File: src/rtl/jk_pkg.sv
// Shared types for the JK bank controller: command ops, FSM states, op-to-{J,K} map.
// Combinational only; no latency or backpressure.
package jk_pkg;

  typedef enum logic [1:0] {
    JK_HOLD = 2'b00,
    JK_CLR  = 2'b01,
    JK_SET  = 2'b10,
    JK_TOG  = 2'b11
  } jk_op_t;

  typedef enum logic [1:0] {
    ST_IDLE  = 2'b00,
    ST_APPLY = 2'b01,
    ST_DONE  = 2'b10
  } jk_state_t;

  // Returns {J,K} for an op.
  function automatic logic [1:0] jk_op_to_jk(input jk_op_t op);
    logic [1:0] jk;
    case (op)
      JK_CLR:  jk = 2'b01;
      JK_SET:  jk = 2'b10;
      JK_TOG:  jk = 2'b11;
      default: jk = 2'b00;
    endcase
    return jk;
  endfunction

endpackage

File: src/rtl/jk_cell.sv
// Single JK flip-flop with synchronous active-low reset.
// One-edge update; no backpressure.
module jk_cell (
  input  logic clk,
  input  logic res,
  input  logic j,
  input  logic k,
  output logic q
);

  always_ff @(posedge clk) begin
    if (!res) begin
      q <= 1'b0;
    end else begin
      case ({j, k})
        2'b01:   q <= 1'b0;
        2'b10:   q <= 1'b1;
        2'b11:   q <= ~q;
        default: q <= q;
      endcase
    end
  end

endmodule

File: src/rtl/jk_bank_ctrl.sv
// Sequencer applying one J/K op rep+1 times to one cell of a JK bank, then pulsing done.
// Latency rep+2 edges from acceptance (1 edge if index out of range); cmd_ready low while busy.
// Optional JK_BANK_TOGCNT_EN adds a 16-bit count of TOG applications.
module jk_bank_ctrl
  import jk_pkg::*;
#(
  parameter  int N_BITS = 8,
  parameter  int REP_W  = 4,
  localparam int IDX_W  = $clog2(N_BITS)
) (
  input  logic              clk,
  input  logic              res,
  input  logic              cmd_valid,
  output logic              cmd_ready,
  input  logic [1:0]        cmd_op,
  input  logic [IDX_W-1:0]  cmd_idx,
  input  logic [REP_W-1:0]  cmd_rep,
  output logic [N_BITS-1:0] q,
  output logic              busy,
  output logic              done,
  output logic              done_q,
  output logic              err
`ifdef JK_BANK_TOGCNT_EN
  ,
  output logic [15:0]       tog_cnt
`endif
);

  localparam logic [IDX_W:0] N_LIM = N_BITS[IDX_W:0];

  jk_state_t          state, state_n;
  jk_op_t             op_r;
  logic [IDX_W-1:0]   idx_r;
  logic [REP_W-1:0]   rem_r;
  logic               err_r;
  logic               accept;
  logic               cmd_oor;
  logic               apply;
  logic [1:0]         jk_sel;
  logic [N_BITS-1:0]  j_v, k_v;

  assign cmd_oor = {1'b0, cmd_idx} >= N_LIM;
  assign apply   = (state == ST_APPLY);
  assign jk_sel  = jk_op_to_jk(op_r);

  always_comb begin
    state_n   = state;
    accept    = 1'b0;
    cmd_ready = 1'b0;
    busy      = 1'b0;
    done      = 1'b0;
    case (state)
      ST_IDLE: begin
        cmd_ready = res;
        accept    = cmd_valid && res;
        if (accept) state_n = cmd_oor ? ST_DONE : ST_APPLY;
      end
      ST_APPLY: begin
        busy = 1'b1;
        if (rem_r == '0) state_n = ST_DONE;
      end
      ST_DONE: begin
        busy    = 1'b1;
        done    = res;
        state_n = ST_IDLE;
      end
      default: state_n = ST_IDLE;
    endcase
  end

  // done_q is forced low on an error: idx_r may not name a real cell.
  assign done_q = done && !err_r && q[idx_r];
  assign err    = done && err_r;

  always_ff @(posedge clk) begin
    if (!res) begin
      state <= ST_IDLE;
      op_r  <= JK_HOLD;
      idx_r <= '0;
      rem_r <= '0;
      err_r <= 1'b0;
    end else begin
      state <= state_n;
      if (accept) begin
        op_r  <= jk_op_t'(cmd_op);
        idx_r <= cmd_idx;
        rem_r <= cmd_rep;
        err_r <= cmd_oor;
      end else if (apply && rem_r != '0) begin
        rem_r <= rem_r - 1'b1;
      end
    end
  end

  for (genvar i = 0; i < N_BITS; i++) begin : g_cell
    assign j_v[i] = apply && (idx_r == IDX_W'(i)) && jk_sel[1];
    assign k_v[i] = apply && (idx_r == IDX_W'(i)) && jk_sel[0];
    jk_cell u_cell (
      .clk (clk),
      .res (res),
      .j   (j_v[i]),
      .k   (k_v[i]),
      .q   (q[i])
    );
  end

`ifdef JK_BANK_TOGCNT_EN
  // APPLY is only entered with an in-range index, so no extra qualification.
  always_ff @(posedge clk) begin
    if (!res) begin
      tog_cnt <= 16'd0;
    end else if (apply && op_r == JK_TOG) begin
      tog_cnt <= tog_cnt + 16'd1;
    end
  end
`endif

endmodule

File: config.mk
export PLATFORM = sky130hd
export DESIGN_NAME = jk_bank_ctrl
export DESIGN_NICKNAME = d
export VERILOG_FILES = /design/src/rtl/jk_pkg.sv /design/src/rtl/jk_cell.sv /design/src/rtl/jk_bank_ctrl.sv
export SDC_FILE = /design/constraint.sdc
export NUM_CORES = 1
export LEC_CHECK = 0
export BUFFER_PORTS_ARGS = -buffer_cell sky130_fd_sc_hd__buf_2
export CAP_MARGIN = 10
export CORE_MARGIN = 1.5
export CORE_UTILIZATION = 52
export CTS_BUF_LIST = sky130_fd_sc_hd__clkbuf_4 sky130_fd_sc_hd__clkbuf_8 sky130_fd_sc_hd__clkbuf_16
export DETAILED_ROUTE_END_ITERATION = 6
export GPL_ROUTABILITY_DRIVEN = 0
export PLACE_DENSITY = 0.86
export SYNTH_ARGS = -nofsm -noshare
export SYNTH_HDL_FRONTEND = slang
export SYNTH_SLANG_ARGS = --single-unit
File: constraint.sdc
create_clock -name clk -period 1.9 [get_ports clk]
set_input_delay 0.38 -clock clk [delete_from_list [all_inputs] [get_ports clk]]
set_output_delay 0.38 -clock clk [all_outputs]
set_load 0.005 [all_outputs]
After elaboration in Yosys (flattened, before gate mapping)
Cells that the tools add are included.
{"block": "word_totals", "reg_bits": 19, "inputBits": 12, "out_inout_bits": 13, "word_cells": 122}
{"block": "classes", "n_addsub": 1, "magnitude_cmp": 1, "n_eq_ne": 38, "muxes": 20, "bitwise_logic": 8, "reduce_logical": 42}
{"operator": "2-bit == test (second input constant)", "n": 19}
{"operator": "1-bit logical AND", "n": 27}
{"operator": "1-bit one-hot mux with 3 select lines", "n": 8}
{"operator": "3-bit nonzero test", "n": 8}
{"operator": "2-bit by 1-bit == test with 1-bit output (second input constant)", "n": 10}
{"operator": "3-bit == test (second input constant)", "n": 4}
{"operator": "4-bit two-way mux", "n": 2}
{"operator": "1-bit inverter", "n": 8}
{"operator": "3-bit by 2-bit == test with 1-bit output (second input constant)", "n": 2}
{"operator": "2-bit one-hot mux with 3 select lines", "n": 1}
{"operator": "1-bit two-way mux", "n": 5}
{"operator": "4-bit logical NOT", "n": 1}
{"operator": "3-bit by 4-bit less-than comparator with 1-bit output (second input constant)", "n": 1}
{"operator": "2-bit two-way mux", "n": 2}
{"operator": "2-bit one-hot mux with 2 select lines", "n": 1}
{"operator": "4-bit nonzero test", "n": 1}
{"operator": "4-bit by 1-bit subtractor with 4-bit output (second input constant)", "n": 1}
{"operator": "1-bit binary-select mux with 3-bit select", "n": 1}
{"operator": "3-bit by 1-bit == test with 1-bit output (second input constant)", "n": 1}
{"operator": "3-bit logical NOT", "n": 1}
{"operator": "2-bit logical NOT", "n": 1}
{"operator": "2-bit by 1-bit inequality test with 1-bit output (second input constant)", "n": 1}
{"operator": "2-bit inequality test (second input constant)", "n": 1}
{"operator": "2-bit AND reduction", "n": 1}
{"operator": "2 further kinds", "n": 2}

Logic depth before layout (Yosys ltp)
Gate-level depths: netlist (run 1).
{"block": "depth", "ltp_word": 5, "depth_mapped": 6, "ltp_nobuf": 5}

By module
A second synthesis (run 1) with hierarchy kept.
{"block": "hier_totals", "hier_cells": 145, "area_unflattened_um2": 1211.2}
{"module": "jk_bank_ctrl", "instances": 1, "cells_each": 113, "area_each_um2": 800.8, "seq_area_each_um2": 220.2}
{"module": "jk_cell", "instances": 8, "cells_each": 4, "area_each_um2": 51.3, "seq_area_each_um2": 20.0}

Least setup slack after synthesis (run 1)
OpenSTA, ideal clock, no wires.
{"block": "synth_timing", "path_type": "reg2out", "start": "register idx_r[0]", "end": "output port done_q", "arrival_time_ps": 1108, "required_time_ps": 1520, "slack_ps": 412, "stages_incl_launch_ff": 5, "n_path_buf": 1, "cell_sequence": "dfxtp_1 > buf_4 > mux4_2 > mux2i_1 > nor2b_1"}
{"block": "synth_between", "elab_chain_len": 3}
{"element": "start, declared", "line_no": "jk_bank_ctrl.sv:33", "rtl": "logic [IDX_W-1:0] idx_r;"}
{"element": "start signal, assigned", "line_no": "jk_bank_ctrl.sv:86", "rtl": "idx_r <= cmd_idx;"}
{"element": "1-bit binary-select mux with 3-bit select", "line_no": "jk_bank_ctrl.sv:72", "rtl": "assign done_q = done && !err_r && q[idx_r];"}
{"element": "1-bit two-way mux (implied by the code)", "line_no": "jk_bank_ctrl.sv:72"}
{"element": "1-bit logical AND", "line_no": "jk_bank_ctrl.sv:72"}
{"element": "end, declared", "line_no": "jk_bank_ctrl.sv:21", "rtl": "output logic done_q,"}
No other way between the ends. The select of a mux whose other input is x is not followed.

Worst setup path in the final report (run 1)
Ends and elaborated chain as after synthesis.

==> results of run 1 <==
==> state kept, by name (all words and copies together) (netlist names) <==
register         flops
idx_r                3
state                2
g_cell.u_cell.q      8
op_r                 2
rem_r                4
==> per-stage QoR <==
step,setup slack [ns],setup TNS (ns),utilization,cells,hold slack (ns)
global route,-0.0679,-0.0679,0.606,168,0.247
global placement,0.295,0,0.588,164,0.462
CTS,-0.0233,-0.0233,0.604,168,0.257
floorplan,0.412,0,-,127,0.448
detailed placement,0.257,0,0.588,164,0.465
finish,0.0203,0,0.606,168,0.266
==> final cells by class <==
class,count,area [sq um]
Clock buffer,4,30.0
Inverter,5,18.8
Tap cell,27,33.8
Timing Repair Buffer,26,138
Sequential cell,19,385
Multi-Input combinational cell,87,596
Fill cell,176,781
==> power breakdown <==
part           total, mW  internal (mW)  switching, mW
clock network      0.214         0.0958          0.118
logic              0.233          0.114          0.118
registers          0.470          0.433         0.0372
==> critical path, stage by stage, from the launching register on <==
cell                      delay [ns]
sky130_fd_sc_hd__dfxtp_4        0.38
sky130_fd_sc_hd__mux4_2         0.49
sky130_fd_sc_hd__mux2i_1        0.16
sky130_fd_sc_hd__nor2b_1        0.06
sky130_fd_sc_hd__buf_2          0.12
==> worst min path at each step <==
stage / from / end / slack, ns / cells after the start
6_report: cmd_op[0] / op_r[0]$_SDFFE_PN0P_ / 0.27 / 3
5_1_grt: cmd_op[0] / op_r[0]$_SDFFE_PN0P_ / 0.25 / 3
4_1_cts: cmd_op[0] / op_r[0]$_SDFFE_PN0P_ / 0.26 / 3
3_5_place_dp: op_r[0]$_SDFFE_PN0P_ / op_r[0]$_SDFFE_PN0P_ / 0.47 / 2
3_3_place_gp: op_r[0]$_SDFFE_PN0P_ / op_r[0]$_SDFFE_PN0P_ / 0.46 / 2
2_1_floorplan: op_r[0]$_SDFFE_PN0P_ / op_r[0]$_SDFFE_PN0P_ / 0.45 / 2
==> what timing repair did <==
action / 4_1_cts / 5_1_grt
hold buffers: 0 / 0
setup endpoints to repair: 1 / 1
resized for setup: 1 / 2
==> metal layers <==
| layer | vias up | GRT usage | part of all wire |
|---|---|---|---|
| li1 | 466 | - | - |
| met5 | - | 0 | 0 |
| met3 | 0 | 0.0307 | 0.037 |
| met4 | 0 | 0.0429 | 0 |
| met1 | 422 | 0.217 | 0.47 |
| met2 | 20 | 0.322 | 0.49 |
==> logic make-up after synthesis <==
family,after synthesis
AO/OA/AOI/OAI,28
other,1
adder cells (fa/ha/maj),5
flip-flops,19
multiplexers,5
buffers and inverters,21
AND/OR/NAND/NOR,48
==> layout by cell type (no fill, tap or decap), types with 5 or more instances in the layout <==
master	n
sky130_fd_sc_hd__o21ai_0	9
sky130_fd_sc_hd__nand2_1	15
sky130_fd_sc_hd__or3_1	5
sky130_fd_sc_hd__inv_1	5
sky130_fd_sc_hd__a21boi_0	7
sky130_fd_sc_hd__nand3_1	9
sky130_fd_sc_hd__buf_2	23
sky130_fd_sc_hd__dfxtp_1	17
sky130_fd_sc_hd__ha_1	5
==> reports/metrics.csv, run 1 <==
metric;value;unit
core area;1980;sq um
endpoint of the most critical register-to-register path;state[0]$_SDFFE_PN0P_;
net count of the finished layout;159;
top cell types by occurrence after synthesis;19 x sky130_fd_sc_hd__dfxtp_1, 15 x sky130_fd_sc_hd__nand2_1, 10 x sky130_fd_sc_hd__buf_4;
class of the worst hold path;in -> reg;
worst clock skew on the final layout;0.00221;ns
area post-placement;1170;sq um
number of CTS-inserted buffers;3;
Post-DRT Antenna Nets;0;
largest driver fanout on the critical path;3;
vias after detailed routing;908;
cell type with the largest total area after synthesis;sky130_fd_sc_hd__dfxtp_1;
flop-to-flop setup slack;0.34;ns
clock latency on the worst-skew pair;0.29;ns
CP arrival;1.50;ns
shortest period the worst path allows;1.88;ns
asr flop ratio synth;0;
area share of the largest cell type after synthesis;0.347;
Post-CTS Setup Bufs;0;
outcome;completed;
remaining global-route overflow;0;
required arrival time at the worst endpoint;1.52;ns
layout overhead on the synthesized area;9.71;%
Num Clock Sinks;19;
maximum number of pins on one net before global-route repair;16;
final cycle utilization of the critical path;0.989;
Port Buffers;23;
global-route wire length before repair;3.42;mm
synthesized netlist net count;144;
vias in the first global route;860;
Yosys warnings;0;
primary flip-flop cell chosen by synthesis mapping;sky130_fd_sc_hd__dfxtp_1;
fraction of layout instances using a drive strength above 1;0.262;
startpoint type of the worst setup path;register;
Mapped Cells;127;
Lkg Pwr;0.497;nW
post-route design area;1200;sq um
CTS max path bufs;2;
starting density of the core;0.552;
post-synthesis adder-cell area fraction;0.0571;
top achievable clock speed;532;MHz
flip-flop and latch count after synthesis;19;
clock slew at reported path FFs;0.10;ns
number of violations of the max-capacitance limit;0;
io pins;25;
width of the chip;48.9;microns
post-synthesis xor/xnor area fraction;0;
CP startpoint;idx_r[0]$_SDFFE_PN0P_;
CP Class;reg -> out;
DRC violation count after routing;0;
Netlist Area Pre-Place;1090;sq um
H-tree depth;1;
largest family of logic cells by synthesized area;simple AND/OR/NAND/NOR gates;
total detailed-routing wirelength;2.02;mm
Fin. Hold Viols;0;
antenna violations before repair;0;
origin of the critical flop-to-flop path;rem_r[0]$_SDFFE_PN0P_;
proportion of synthesized area in mux cells;0.0686;
global-route usage over all layers;0.178;
endpoint of the most critical setup path;done_q;
count of antenna diodes in the layout;0;
floorplan die height;48.9;microns
dominant cells by area after synthesis;sky130_fd_sc_hd__dfxtp_1 35%, sky130_fd_sc_hd__buf_4 6.9%, sky130_fd_sc_hd__ha_1 5.7%, sky130_fd_sc_hd__nand2_1 5.1%, sky130_fd_sc_hd__a21boi_0 4.8%;
number of cell instances on the worst register-to-register path;5;
sequential-to-total area share from yosys stat;0.347;
half-perimeter wire length after placement;1.54;mm
Root Buffer Master;sky130_fd_sc_hd__clkbuf_4;
number of design-rule violations left by the first detailed-router iteration;12;
post-synthesis area per instance;8.62;sq um
clock tree from TritonCTS;built;
final count of pins violating max slew;0;
Design Power;0.917;mW
average wire per cell in the routed design;12.0;microns
Setup-failing EPs final;0;
peak supply drop;0.000564;V
unrepaired setup endpoints after global routing;yes;
num rows;16;
post-synthesis share of cell area spent on and, or, nand and nor gates;0.247;
EDFF count, synth;0;
synth unique cells;33;
first-pass detailed-route iteration total;4;
die outline area;2390;sq um
Worst setup EP type;primary output;
vias per cell;5.40;
Power per Cell Area;764;nW/um^2
leading cell type by number of instances after synthesis;sky130_fd_sc_hd__dfxtp_1;
synthesized-area fraction occupied by ao, oa, aoi and oai cells;0.168;
No activity file was read; power rests on OpenSTA's default activity.
==> run 2, diff against run 1 <==
--- a/config.mk
+++ b/config.mk
@@ -5,14 +5,15 @@
 export SDC_FILE = /design/constraint.sdc
 export NUM_CORES = 1
 export LEC_CHECK = 0
+export ABC_CLOCK_PERIOD_IN_PS = 1900
 export BUFFER_PORTS_ARGS = -buffer_cell sky130_fd_sc_hd__buf_2
 export CAP_MARGIN = 10
 export CORE_MARGIN = 1.5
-export CORE_UTILIZATION = 52
+export CORE_UTILIZATION = 45
 export CTS_BUF_LIST = sky130_fd_sc_hd__clkbuf_4 sky130_fd_sc_hd__clkbuf_8 sky130_fd_sc_hd__clkbuf_16
 export DETAILED_ROUTE_END_ITERATION = 6
 export GPL_ROUTABILITY_DRIVEN = 0
-export PLACE_DENSITY = 0.86
+export PLACE_DENSITY = 0.77
 export SYNTH_ARGS = -nofsm -noshare
 export SYNTH_HDL_FRONTEND = slang
 export SYNTH_SLANG_ARGS = --single-unit
==> run 2 against run 1 <==
  * The flow now finishes with violations (negative setup slack)
  * First-iteration DRC count down 33%
  * Setup slack worse by 0.075 ns
  * Register-to-register slack about the same
  * Clock power is 6% higher
  * Worst hold slack worse by 0.0089 ns
  * Count of clock-buffer cells in the layout did not move
  * Flip-flop and latch count is the same
  * Power rose by 2.5%
  * Critical path type unchanged
  * Wire length grew 9.6%
  * Sequential share of layout area is 0.53 points lower
  * Via count up 3.6%
  * Sequential power barely moved
==> reports/metrics.csv, run 2 (synthesis results as in run 1) <==
metric;value;unit;change
commonest cells after routing, fill and taps aside;23 x sky130_fd_sc_hd__buf_2, 17 x sky130_fd_sc_hd__dfxtp_1, 15 x sky130_fd_sc_hd__nand2_1, 9 x sky130_fd_sc_hd__nand3_1, 9 x sky130_fd_sc_hd__o21ai_0;;
Root Buffer Master;sky130_fd_sc_hd__clkbuf_4;;
# hold bufs at CTS;0;;unchanged
die outline area;2740;sq um;+15%
Post-DRT Antenna Nets;0;;unchanged
hold wc startpoint;cmd_idx[2];;
maximum number of pins on one net before global-route repair;16;;unchanged
register with the highest flop count;g_cell.u_cell.q;;
core area;2250;sq um;+14%
Power per Cell Area;770;nW/um^2;+0.81%
Worst setup EP type;primary output;;
antenna violations before repair;0;;unchanged
peak supply drop;0.000402;V;-29%
starting density of the core;0.486;;-0.0668
shortest period the worst path allows;1.95;ns;+0.0745 ns
max FFs per register;8;;unchanged
clock tree from TritonCTS;built;;
vias after detailed routing;941;;+3.6%
number of violations of the max-capacitance limit;0;;unchanged
CP startpoint;idx_r[0]$_SDFFE_PN0P_;;
unrepaired setup endpoints after global routing;yes;;
count of antenna diodes in the layout;0;;unchanged
Setup-failing EPs final;1;;+1
floorplan die height;52.3;microns;+7.0%
first-pass detailed-route iteration total;3;;-1
clock slew at reported path FFs;0.11;ns;about the same
num rows;17;;+1
number of design-rule violations left by the first detailed-router iteration;8;;-4
CTS max path bufs;2;;unchanged
FILL cells;242;;+38%
remaining global-route overflow;0;;unchanged
class of the worst hold path;in -> reg;;
Lkg Pwr;0.507;nW;+2.1%
setup slack after placement;0.0937;ns;-0.164 ns
origin of the critical flop-to-flop path;rem_r[0]$_SDFFE_PN0P_;;
H-tree depth;1;;unchanged
global-route wire length before repair;3.66;mm;+7.1%
number of CTS-inserted buffers;3;;unchanged
CP Class;reg -> out;;
biggest regs;g_cell.u_cell.q (8), rem_r (4), idx_r (3);;
area used by sequential logic in the layout;385;sq um;unchanged
Fin. Hold Viols;0;;unchanged
failing checks;negative setup slack;;
clock latency on the worst-skew pair;0.30;ns;about the same
final count of pins violating max slew;0;;unchanged
startpoint type of the worst setup path;register;;
vias per cell;5.50;;+1.8%
DRC violation count after routing;0;;unchanged
fraction of layout instances using a drive strength above 1;0.280;;+0.0173
largest driver fanout on the critical path;4;;+1
setup slack after layout;-0.0542;ns;-0.0745 ns
required arrival time at the worst endpoint;1.52;ns;about the same
half-perimeter wire length after placement;1.65;mm;+6.6%
outcome;finished with violations;;
setup_tns;-0.0542;ns;-0.0542 ns
vias in the first global route;853;;-0.81%
average wire per cell in the routed design;12.9;microns;+7.6%
total detailed-routing wirelength;2.21;mm;+9.6%
global-route usage over all layers;0.176;;-0.00200
worst clock skew on the final layout;0.000774;ns;-0.00144 ns
CP arrival;1.57;ns;+0.07 ns
top achievable clock speed;512;MHz;-3.8%
io pins;25;;unchanged
final cycle utilization of the critical path;1.03;;+0.0392
Port Buffers;23;;unchanged
net count of the finished layout;161;;+1.3%
Design Power;0.940;mW;+2.5%
layout overhead on the synthesized area;11.5;%;
most frequent standard cell in the layout excluding fill and tap cells;sky130_fd_sc_hd__buf_2;;
width of the chip;52.3;microns;+7.0%
Multi-input gate area;599;sq um;+0.63%
Num Clock Sinks;19;;unchanged
run 2: changes by cell type in the layout (fill, tap and decap cells not counted):
cell                      delta
sky130_fd_sc_hd__buf_4       +2
sky130_fd_sc_hd__mux2i_1     -1
sky130_fd_sc_hd__mux2i_2     +1
run 2: path summary, 6_finish.rpt:
path | to | slack, ns | depth (start not counted)
worst max register to register | state[0]$_SDFFE_PN0P_ | 0.33 | 5
worst min register to register | op_r[1]$_SDFFE_PN0P_ | 0.48 | 2
worst min-delay path | idx_r[2]$_SDFFE_PN0P_ | 0.26 | 3
worst max-delay path | done_q | -0.05 | 4
run 2: timing repair:
item	4_1_cts	5_1_grt
setup buffers	2	1
endpoints found under the hold margin	0	0
gates resized for setup	2	2
setup endpoints to repair	1	1
run 2: layout make-up:
cell class / instances / share of cell area
Sequential cell: 19 / 0.316
Clock buffer: 4 / 0.0246
Inverter: 5 / 0.0154
Multi-Input combinational cell: 87 / 0.491
Timing Repair Buffer: 28 / 0.125
Tap cell: 28 / 0.0287
run 2: worst max-delay path, cell delays in order, from the launching register on:
cell and delay, ns:
sky130_fd_sc_hd__dfxtp_4 0.39, sky130_fd_sc_hd__mux4_2 0.50, sky130_fd_sc_hd__mux2i_2 0.19, sky130_fd_sc_hd__nor2b_1 0.07, sky130_fd_sc_hd__buf_2 0.12
run 2: metrics by stage:
stage	hold slack (ns)	util	area, sq um	std cells
final	0.257	0.542	1220	171
after detailed placement	0.464	0.514	1160	164
after CTS	0.258	0.536	1210	170
after floorplan	0.448	-	1090	127
after global routing	0.265	0.542	1220	171
after global placement	0.462	0.514	1160	164
run 2: where the power goes:
group / leakage (nW) / total (mW) / internal (mW) / switching [mW]
sequential: 0.156 / 0.472 / 0.433 / 0.0387
combinational: 0.332 / 0.241 / 0.120 / 0.121
clock: 0.0184 / 0.227 / 0.0961 / 0.131
run 2: routing by layer:
metal / track usage / wire (microns) / vias up
li1: - / - / 470
met1: 0.214 / 986 / 450
met2: 0.310 / 1130 / 17
met3: 0.0257 / 70 / 4
met4: 0.0641 / 23 / 0
met5: 0 / 0 / -
